**config.mk**
```make
export PLATFORM = sky130hd
export DESIGN_NAME = frame_sequencer
export DESIGN_NICKNAME = d
export VERILOG_FILES = /design/src/rtl/spi_frame_pkg.sv /design/src/rtl/period_timer.sv /design/src/rtl/frame_sequencer.sv
export SDC_FILE = /design/constraint.sdc
export NUM_CORES = 1
export LEC_CHECK = 0
export ABC_AREA = 1
export ABC_CLOCK_PERIOD_IN_PS = 3250
export BUFFER_PORTS_ARGS = -buffer_cell sky130_fd_sc_hd__buf_2
export CAP_MARGIN = 20
export CORE_MARGIN = 2
export CORE_UTILIZATION = 25
export CTS_BUF_LIST = sky130_fd_sc_hd__clkbuf_16
export CTS_CLUSTER_DIAMETER = 30
export DETAILED_ROUTE_END_ITERATION = 16
export PLACE_DENSITY = 0.45
export SYNTH_ARGS = -nofsm -noshare
export SYNTH_HDL_FRONTEND = slang
export SYNTH_HIERARCHICAL = 1
export SYNTH_SLANG_ARGS = --single-unit
```
**constraint.sdc**
```tcl
create_clock -name clk -period 3.25 [get_ports clk]
set_clock_uncertainty 0.15 [all_clocks]
set_input_delay 0.4875 -clock clk [delete_from_list [all_inputs] [get_ports clk]]
set_output_delay 0.4875 -clock clk [all_outputs]
set_load 0.1 [all_outputs]
```
**src/rtl/spi_frame_pkg.sv**
```systemverilog
// Definitions shared by the frame sequencer and the SPI frame reader:
// read opcode, frame geometry, sequencer states and frame address helper.
package spi_frame_pkg;

  localparam logic [7:0] CMD_READ    = 8'h03;
  localparam int         DATA_SIZE   = 8192;
  localparam int         FRAME_BYTES = DATA_SIZE / 8;

  typedef enum logic [1:0] {
    IDLE,
    ISSUE,
    WAIT,
    DONE
  } seq_state_e;

  // Byte address of a frame in flash; index 255 still fits in 24 bits.
  function automatic logic [23:0] frame_addr(input logic [7:0] index);
    return {16'b0, index} << $clog2(FRAME_BYTES);
  endfunction

endpackage

```
**src/rtl/period_timer.sv**
```systemverilog
// Free-running period counter: counts 0..PERIOD-1, wraps, and flags the
// last count with tick.
module period_timer #(
  parameter int PERIOD = 33554432
) (
  input  logic clk,
  input  logic rst,
  output logic tick
);

  localparam int               CNT_W = (PERIOD > 1) ? $clog2(PERIOD) : 1;
  localparam logic [CNT_W-1:0] LAST  = CNT_W'(PERIOD - 1);

  logic [CNT_W-1:0] cnt_q;
  logic [CNT_W-1:0] cnt_d;

  always_comb begin
    cnt_d = (cnt_q == LAST) ? '0 : cnt_q + CNT_W'(1);
  end

  always_ff @(posedge clk) begin
    if (rst) cnt_q <= '0;
    else     cnt_q <= cnt_d;
  end

  assign tick = (cnt_q == LAST);

endmodule

```
**src/rtl/frame_sequencer.sv**
```systemverilog
// Walks the active layer list once per period, issuing one flash load
// request per layer: layer 0 overwrites the frame buffer, later layers OR in.
//
// state | meaning
// IDLE  | waiting for a period tick with enable and a non-zero layer count
// ISSUE | rd_req held for the current layer until the reader acks
// WAIT  | reader shifting the frame; rd_done ends the layer
// DONE  | one-cycle frame_done pulse, then back to IDLE
module frame_sequencer #(
  parameter int NUM_LAYERS  = 3,
  parameter int FRAME_BYTES = 1024,
  parameter int PERIOD      = 33554432
) (
  input  logic        clk,
  input  logic        rst,
  input  logic        enable,
  input  logic [31:0] frames,
  input  logic [2:0]  layer_count,
  output logic        rd_req,
  output logic [23:0] rd_addr,
  output logic        rd_merge,
  input  logic        rd_ack,
  input  logic        rd_done,
  output logic        busy,
  output logic [1:0]  layer,
  output logic        frame_done,
  output logic        overrun
);

  import spi_frame_pkg::*;

  localparam int         ADDR_SHIFT = $clog2(FRAME_BYTES);
  localparam logic [2:0] MAX_LAYERS = 3'(NUM_LAYERS);

  function automatic logic [23:0] addr_of(input logic [7:0] idx);
    return {16'b0, idx} << ADDR_SHIFT;
  endfunction

  seq_state_e  state_q;
  logic [31:0] frames_q;
  logic [2:0]  count_q;
  logic [1:0]  layer_q;
  logic        rd_req_q;
  logic [23:0] rd_addr_q;
  logic        rd_merge_q;
  logic        frame_done_q;
  logic        overrun_q;

  logic       tick;
  logic [2:0] count_d;
  logic [1:0] layer_d;
  logic       last_layer;

  period_timer #(.PERIOD(PERIOD)) u_timer (
    .clk  (clk),
    .rst  (rst),
    .tick (tick)
  );

  always_comb begin
    count_d    = (layer_count > MAX_LAYERS) ? MAX_LAYERS : layer_count;
    layer_d    = layer_q + 2'd1;
    last_layer = ({1'b0, layer_q} == (count_q - 3'd1));
  end

  always_ff @(posedge clk) begin
    if (rst) begin
      state_q      <= IDLE;
      frames_q     <= '0;
      count_q      <= '0;
      layer_q      <= '0;
      rd_req_q     <= 1'b0;
      rd_addr_q    <= '0;
      rd_merge_q   <= 1'b0;
      frame_done_q <= 1'b0;
      overrun_q    <= 1'b0;
    end else begin
      // A tick that lands on any non-idle state, DONE included, is dropped.
      overrun_q <= tick && (state_q != IDLE);
      case (state_q)
        IDLE: begin
          if (tick && enable && (count_d != 3'd0)) begin
            frames_q   <= frames;
            count_q    <= count_d;
            layer_q    <= 2'd0;
            rd_req_q   <= 1'b1;
            rd_addr_q  <= addr_of(frames[7:0]);
            rd_merge_q <= 1'b0;
            state_q    <= ISSUE;
          end
        end
        ISSUE: begin
          if (rd_ack) begin
            rd_req_q <= 1'b0;
            state_q  <= WAIT;
          end
        end
        WAIT: begin
          if (rd_done) begin
            if (last_layer) begin
              frame_done_q <= 1'b1;
              state_q      <= DONE;
            end else begin
              layer_q    <= layer_d;
              rd_req_q   <= 1'b1;
              rd_addr_q  <= addr_of(frames_q[{layer_d, 3'b000} +: 8]);
              rd_merge_q <= 1'b1;
              state_q    <= ISSUE;
            end
          end
        end
        DONE: begin
          frame_done_q <= 1'b0;
          state_q      <= IDLE;
        end
        default: state_q <= IDLE;
      endcase
    end
  end

  assign rd_req     = rd_req_q;
  assign rd_addr    = rd_addr_q;
  assign rd_merge   = rd_merge_q;
  assign busy       = (state_q != IDLE);
  assign layer      = layer_q;
  assign frame_done = frame_done_q;
  assign overrun    = overrun_q;

endmodule

```
==> flow_metrics.tcl, run 1 <==
set metrics [dict create \
    cpPeakStageDelay_ps 370 \
    die_y_um 127.1 \
    timing.fmax_ghz 0.4279 \
    p_leak_uw 0.001840 \
    clock_latency_ps 340 \
    area_growth_syn_to_layout_pct 17.14 \
    cts_resized 0 \
    p_total_uw 2074 \
    synth-adder-area-share_pct 0.6605 \
    cp_cell_sequence "ha_1 > nand2_2 > nor2_4 > nand2_4 > nor2_4 > and3_2 > nand2_1 > inv_1 > nand3_2 > inv_2 > o21ai_0 > a21oi_1" \
    cpMaxStageDelayCell "dfxtp_1" \
    grt_overflow_total 0 \
    std_cell_rows 44 \
    power_density_nw_per_um2 467.4 \
    fillers 1629 \
    avgSynthCellArea_um2 6.814 \
    synthSimpleGateAreaFrac_pct 34.68 \
    synth_area_um2 3789 \
    route.detailed.wl_per_inst_um 12.17 \
    synth_compound_area_share_pct 10.63 \
    pre_cts_slack_ps 870.1 \
    cts_root_buffer "clkbuf_16" \
    ir_worst_vdd_uv 228.0 \
    synthMuxAreaShare_pct 0 \
    cts_buffers 9 \
    post_dp_cell_area_um2 4144 \
    worstSetupStartpoint "u_timer/cnt_q[0]" \
    numPortBuffers 54 \
    crit_path_end "count_q[1]" \
    synth-seq-cells 76 \
    coreArea_um2 14640 \
    drtIter0Drc 153 \
    finalWeightedCongestion 0.7572 \
    vias 3406 \
    hpwl_um 6998 \
    crit_fanout 24 \
    initial_core_util_pct 25.87 \
    arrival_ps 2460 \
    tightest_slew_ps 733.5 \
    ctsHoldBuffers 0 \
    synth_area_leader_cell "dfxtp_1" \
    die_w_um 127.1 \
    hold_violations 0 \
    critPathRequiredTime_ps 3380 \
    remaining_drc_errors 0 \
    final_antenna_net_count 0 \
    layout-drive-gt1-share_pct 16.86 \
    via_per_inst 4.284 \
    path_common_cell "nor2_4" \
    setup_viol 0 \
    tns_ps 0 \
    max-cap-violations 0 \
    die_area_um2 16160 \
    grt_start_max_net_pins 31 \
    cts.clk_slew.worst_paths_ps 60 \
    cts_buffer_depth 2 \
    timing.final.ws_setup_ps 913.2 \
    r2r_start "u_timer/cnt_q[0]" \
    synthTopCellsByArea "dfxtp_1, nand2_1, nor2_1, inv_1, a21oi_1" \
    rr_worst_depth 12 \
    io_pins 71 \
    postCtsSetupRepairBufs 0 \
    yosysSeqAreaShare_pct 40.16 \
    status "finished clean" \
    cts_tree "yes" \
    synth_top_family_by_area "simple AND/OR/NAND/NOR gates" \
    report.final.slew_viol_count 0 \
    first_pass_iters 4 \
    antenna_found_initial 0 \
    synthCells 556 \
    multi_input_area_um2 1889 \
    ys_types 34 \
    relSlewSlack_pct 51.05 \
    antenna_cells 0 \
    synth_top_area_share_pct 40.16 \
    design_area_um2 4438 \
    grt_pass1_vias 3334 \
    cp-start-kind "register" \
    finalCritPeriodShare_pct 71.90 \
    r2r_slack_ps 910 \
    wl_um 9676 \
    hold_path.class "input pin to register" \
    grt_usage_pct 12.73 \
    endpoint_kind "register" \
    clock-sinks 76 \
    grt_pass1_wl_um 16280 \
    synth-xor-area-share_pct 2.312 \
    finalCriticalPeriod_ps 2337 \
    crit_type "register to register" \
    register_area_um2 1521 \
    h-tree-depth 3 \
    rsz0062_at_grt "false" \
    rr_endpoint "count_q[1]" \
    yosysWarnings 6 \
    nNetsFinal 648 \
]
placed cells by master (no fill, tap or decap), drive strengths merged, types with 3 or more instances in the layout:
master,netlist,routed
inv,56,57
a21oi,40,40
buf,24,57
dfxtp,76,76
conb,1,16
xor2,5,5
clkinvlp,0,3
a22oi,5,5
nand2,195,195
xnor2,5,5
or2,3,3
o21bai,6,6
nor2,77,77
nand4,5,5
clkbuf,9,9
nand3,21,21
o21ai,21,21
worst min-delay path by stage:
stage                      start            to  slack (ps)  depth (start not counted)
finish                frames[17]  frames_q[17]         240                          3
global route          frames[21]  frames_q[21]         240                          3
CTS                   frames[17]  frames_q[17]         220                          3
detailed placement  frames_q[26]  frames_q[26]         290                          2
global placement    frames_q[24]  frames_q[24]         290                          2
floorplan            frames_q[3]   frames_q[3]         270                          2
power by group:
part	switching [µW]	internal [µW]
Sequential	2.88	935
Clock	403	590
Combinational	118	26.1
routing by layer:
layer | up-vias | GRT usage (%) | wire (µm)
li1 | 1793 | - | -
met1 | 1537 | 15.58 | 4423
met2 | 69 | 21.57 | 4683
met3 | 7 | 3.601 | 463
met4 | 0 | 4.266 | 105
met5 | - | 0 | 0
per-stage QoR:
stage	hold slack [ps]	cells	utilization [%]
floorplan	273.9	571	-
global placement	286.9	779	28.30
detailed placement	290.7	779	28.30
CTS	221.5	795	30.31
global route	244.4	795	30.31
finish	239.4	795	30.31
logic make-up after synthesis:
group | after synthesis
compound gates | 73
other cells | 1
simple gates | 305
xor+xnor | 10
buf+inv | 89
flops | 76
fa+ha+maj | 2
final cells by class:
| cell class | instances | area share (%) |
|---|---|---|
| clock inverter | 7 | 1.551 |
| inverter | 56 | 4.736 |
| timing repair buffer | 57 | 6.597 |
| clock buffer | 9 | 5.075 |
| sequential | 76 | 34.28 |
| multi-input combinational | 406 | 42.57 |
| tap | 184 | 5.187 |
sequential cells by signal, indices dropped and copies added, names as in the netlist:
name and flops:
rd_addr 8, frames_q 32, rd_req 1, count_q 3, overrun 1, state_q 2
rd_merge 1, frame_done 1, layer 2, u_timer/cnt_q 25
cells in the mapped netlist, drive strengths merged:
library cell / instances
a21oi: 40
o31ai: 1
a22oi: 5
and3: 1
o21bai: 6
and2: 1
ha: 2
nand3: 21
xor2: 5
o21ai: 21
dfxtp: 76
or2: 3
nor3: 2
conb: 1
xnor2: 5
nor2: 77
nand4: 5
buf: 24
nand2: 195
clkbuf: 9
inv: 56
worst max-delay path: cells and delay by family (launching register included):
kind | cells | cell delay [ps]
buffers and inverters | 2 | 430
DFF | 1 | 370
and+or+nand+nor | 7 | 830
adders and majority gates | 1 | 210
AOI/OAI and AO/OA | 2 | 280
(Power assumes the default switching activity.)
==> inputs of run 2 (changes only) <==
--- a/config.mk
+++ b/config.mk
@@ -6,7 +6,7 @@
 export NUM_CORES = 1
 export LEC_CHECK = 0
 export ABC_AREA = 1
-export ABC_CLOCK_PERIOD_IN_PS = 3250
+export ABC_CLOCK_PERIOD_IN_PS = 2400
 export BUFFER_PORTS_ARGS = -buffer_cell sky130_fd_sc_hd__buf_2
 export CAP_MARGIN = 20
 export CORE_MARGIN = 2
==> constraint.sdc (replaced) <==
create_clock -name clk -period 2.4 [get_ports clk]
set_clock_uncertainty 0.15 [all_clocks]
set_input_delay 0.36 -clock clk [delete_from_list [all_inputs] [get_ports clk]]
set_output_delay 0.36 -clock clk [all_outputs]
set_load 0.1 [all_outputs]
==> flow_metrics.tcl, run 2 (synthesis results as in run 1) <==
set metrics [dict create \
    grt_pass1_wl_um 15750 \
    area_growth_syn_to_layout_pct 18.43 \
    initial_core_util_pct 25.87 \
    ir_worst_vdd_uv 468.8 \
    finalWeightedCongestion 0.8233 \
    cp_top_family "simple AND/OR/NAND/NOR gates" \
    critPathRequiredTime_ps 2470 \
    postCtsSetupRepairBufs 0 \
    path_common_cell "nor2_4" \
    max-cap-violations 0 \
    cts_root_buffer "clkbuf_16" \
    h-tree-depth 3 \
    report.final.slew_viol_count 0 \
    std_cell_rows 44 \
    die_y_um 127.1 \
    tightest_slew_ps 699.1 \
    cts_buffers 9 \
    status "finished clean" \
    cp_cell_sequence "ha_2 > nand2_2 > nor2_4 > nand2_4 > nor2_4 > and3_2 > nand2_1 > inv_1 > nand3_2 > buf_4 > o21ai_0 > a21oi_1" \
    final_cell_mix "nand2_1, dfxtp_1, nor2_1, inv_1, buf_2" \
    via_per_inst 4.229 \
    relSlewSlack_pct 53.34 \
    tns_ps 0 \
    timing.fmax_ghz 0.4415 \
    cts_buffer_depth 2 \
    grt_pass1_vias 3276 \
    crit_fanout 28 \
    numPortBuffers 54 \
    cts.clk_slew.worst_paths_ps 60 \
    hpwl_um 7050 \
    final_util_pct 30.64 \
    nNetsFinal 653 \
    layout-drive-gt1-share_pct 18.05 \
    r2r_start "u_timer/cnt_q[0]" \
    finalCritPeriodShare_pct 94.38 \
    arrival_ps 2340 \
    final_antenna_net_count 0 \
    hold_depth 3 \
    clock_latency_ps 340 \
    cpPeakStageDelay_ps 350 \
    p_leak_uw 0.001861 \
    clock-sinks 76 \
    coreArea_um2 14640 \
    top_register "frames_q" \
    largest_reg_flops 32 \
    seq_power_share_pct 45.6 \
    wl_um 9693 \
    timing.final.ws_setup_ps 135.0 \
    antenna_cells 0 \
    crit_type "register to register" \
    finalCriticalPeriod_ps 2265 \
    layout_commonest_cell "nand2_1" \
    fillers 1617 \
    cts_tree "yes" \
    drtIter0Drc 185 \
    grt_usage_pct 12.40 \
    power_density_nw_per_um2 621.1 \
    cp-start-kind "register" \
    rr_worst_depth 12 \
    swShare_pct 24.93 \
    p_sw_uw 694.8 \
    die_area_um2 16160 \
    antenna_found_initial 0 \
    vias 3379 \
    rsz0062_at_grt "true" \
    first_pass_iters 4 \
    combPwrFrac_pct 7.0 \
    r2r_slack_ps 130 \
    endpoint_kind "register" \
    io_pins 71 \
    hold_path.class "input pin to register" \
    die_w_um 127.1 \
    place_inst 783 \
    pre_cts_slack_ps 50.86 \
    setup_viol 0 \
    remaining_drc_errors 0 \
    stdcell_count 799 \
    p_total_uw 2787 \
    grt_overflow_total 0 \
    pwr-share-clk_pct 47.4 \
    min_to "frames_q[10]" \
    hp-start "frames[10]" \
    rr_endpoint "frames_q[26]" \
    cpMaxStageDelayCell "dfxtp_2" \
    internal_power_uw 2092 \
    route.detailed.wl_per_inst_um 12.13 \
    hold_violations 0 \
    grt_start_max_net_pins 31 \
    crit_buf_inv 2 \
]
run 2: changes by cell type in the layout (fill, tap and decap cells not counted), sizes merged:
cell,before,now
buf,57,61
clkinvlp,3,1
clkinv,2,3
nand3,21,22
run 2: how the worst max path moves through the flow:
| stage | depth (start not counted) | from | to | slack (ps) |
|---|---|---|---|---|
| final | 12 | u_timer/cnt_q[0] | frames_q[26] | 130 |
| after global routing | 12 | u_timer/cnt_q[0] | frames_q[26] | -50 |
| after CTS | 15 | u_timer/cnt_q[0] | rd_addr[16] | 50 |
| after detailed placement | 15 | u_timer/cnt_q[0] | rd_addr[16] | 50 |
| after global placement | 15 | u_timer/cnt_q[0] | rd_addr[16] | 100 |
| after floorplan | 10 | layer[0] | rd_addr[13] | 90 |
run 2: per-stage QoR:
stage          instance area, µm²  hold slack (ps)
6_report                     4487            114.4
5_1_grt                      4487            100.8
4_1_cts                      4457            99.52
3_5_place_dp                 4174            294.8
3_3_place_gp                 4174            289.4
2_1_floorplan                3845            273.9
run 2: metal layers:
metal  global-route usage (%)  wire (µm)  vias up
li1                         -          -     1802
met1                    14.77       4396     1507
met2                    20.84       4657       61
met3                    4.732        544        9
met4                    3.620         93        0
met5                        0          0        -
run 2: cell type report:
class                   instances  area, µm²  share of cell area, %
multi-input cells             407       1914                  42.67
flip-flops and latches         76       1524                  33.97
repair buffers                 61      322.8                  7.195
well taps                     184      230.2                  5.131
clock buffers                   9      225.2                  5.020
inverters                      56      212.7                  4.741
clock inverters                 6      57.56                  1.283
run 2: power groups by stage:
stage               registers (µW)  clock network [µW]  logic, µW
global route                  1270                1420        209
CTS                           1270                1370        197
floorplan                     1300                   0        169
finish                        1270                1320        196
global placement              1300                   0        196
detailed placement            1300                   0        196
run 2: worst register-to-register path: stages, from the launching register on:
cell	delay [ps]
dfxtp_2	350
ha_2	200
nand2_2	70
nor2_4	180
nand2_4	100
nor2_4	110
and3_2	180
nand2_1	50
inv_1	80
nand3_2	160
buf_4	280
o21ai_0	190
a21oi_1	60
run 2: timing repair:
action,CTS,global route
hold buffers,0,0
resized for setup,0,7
setup endpoints to repair,0,32
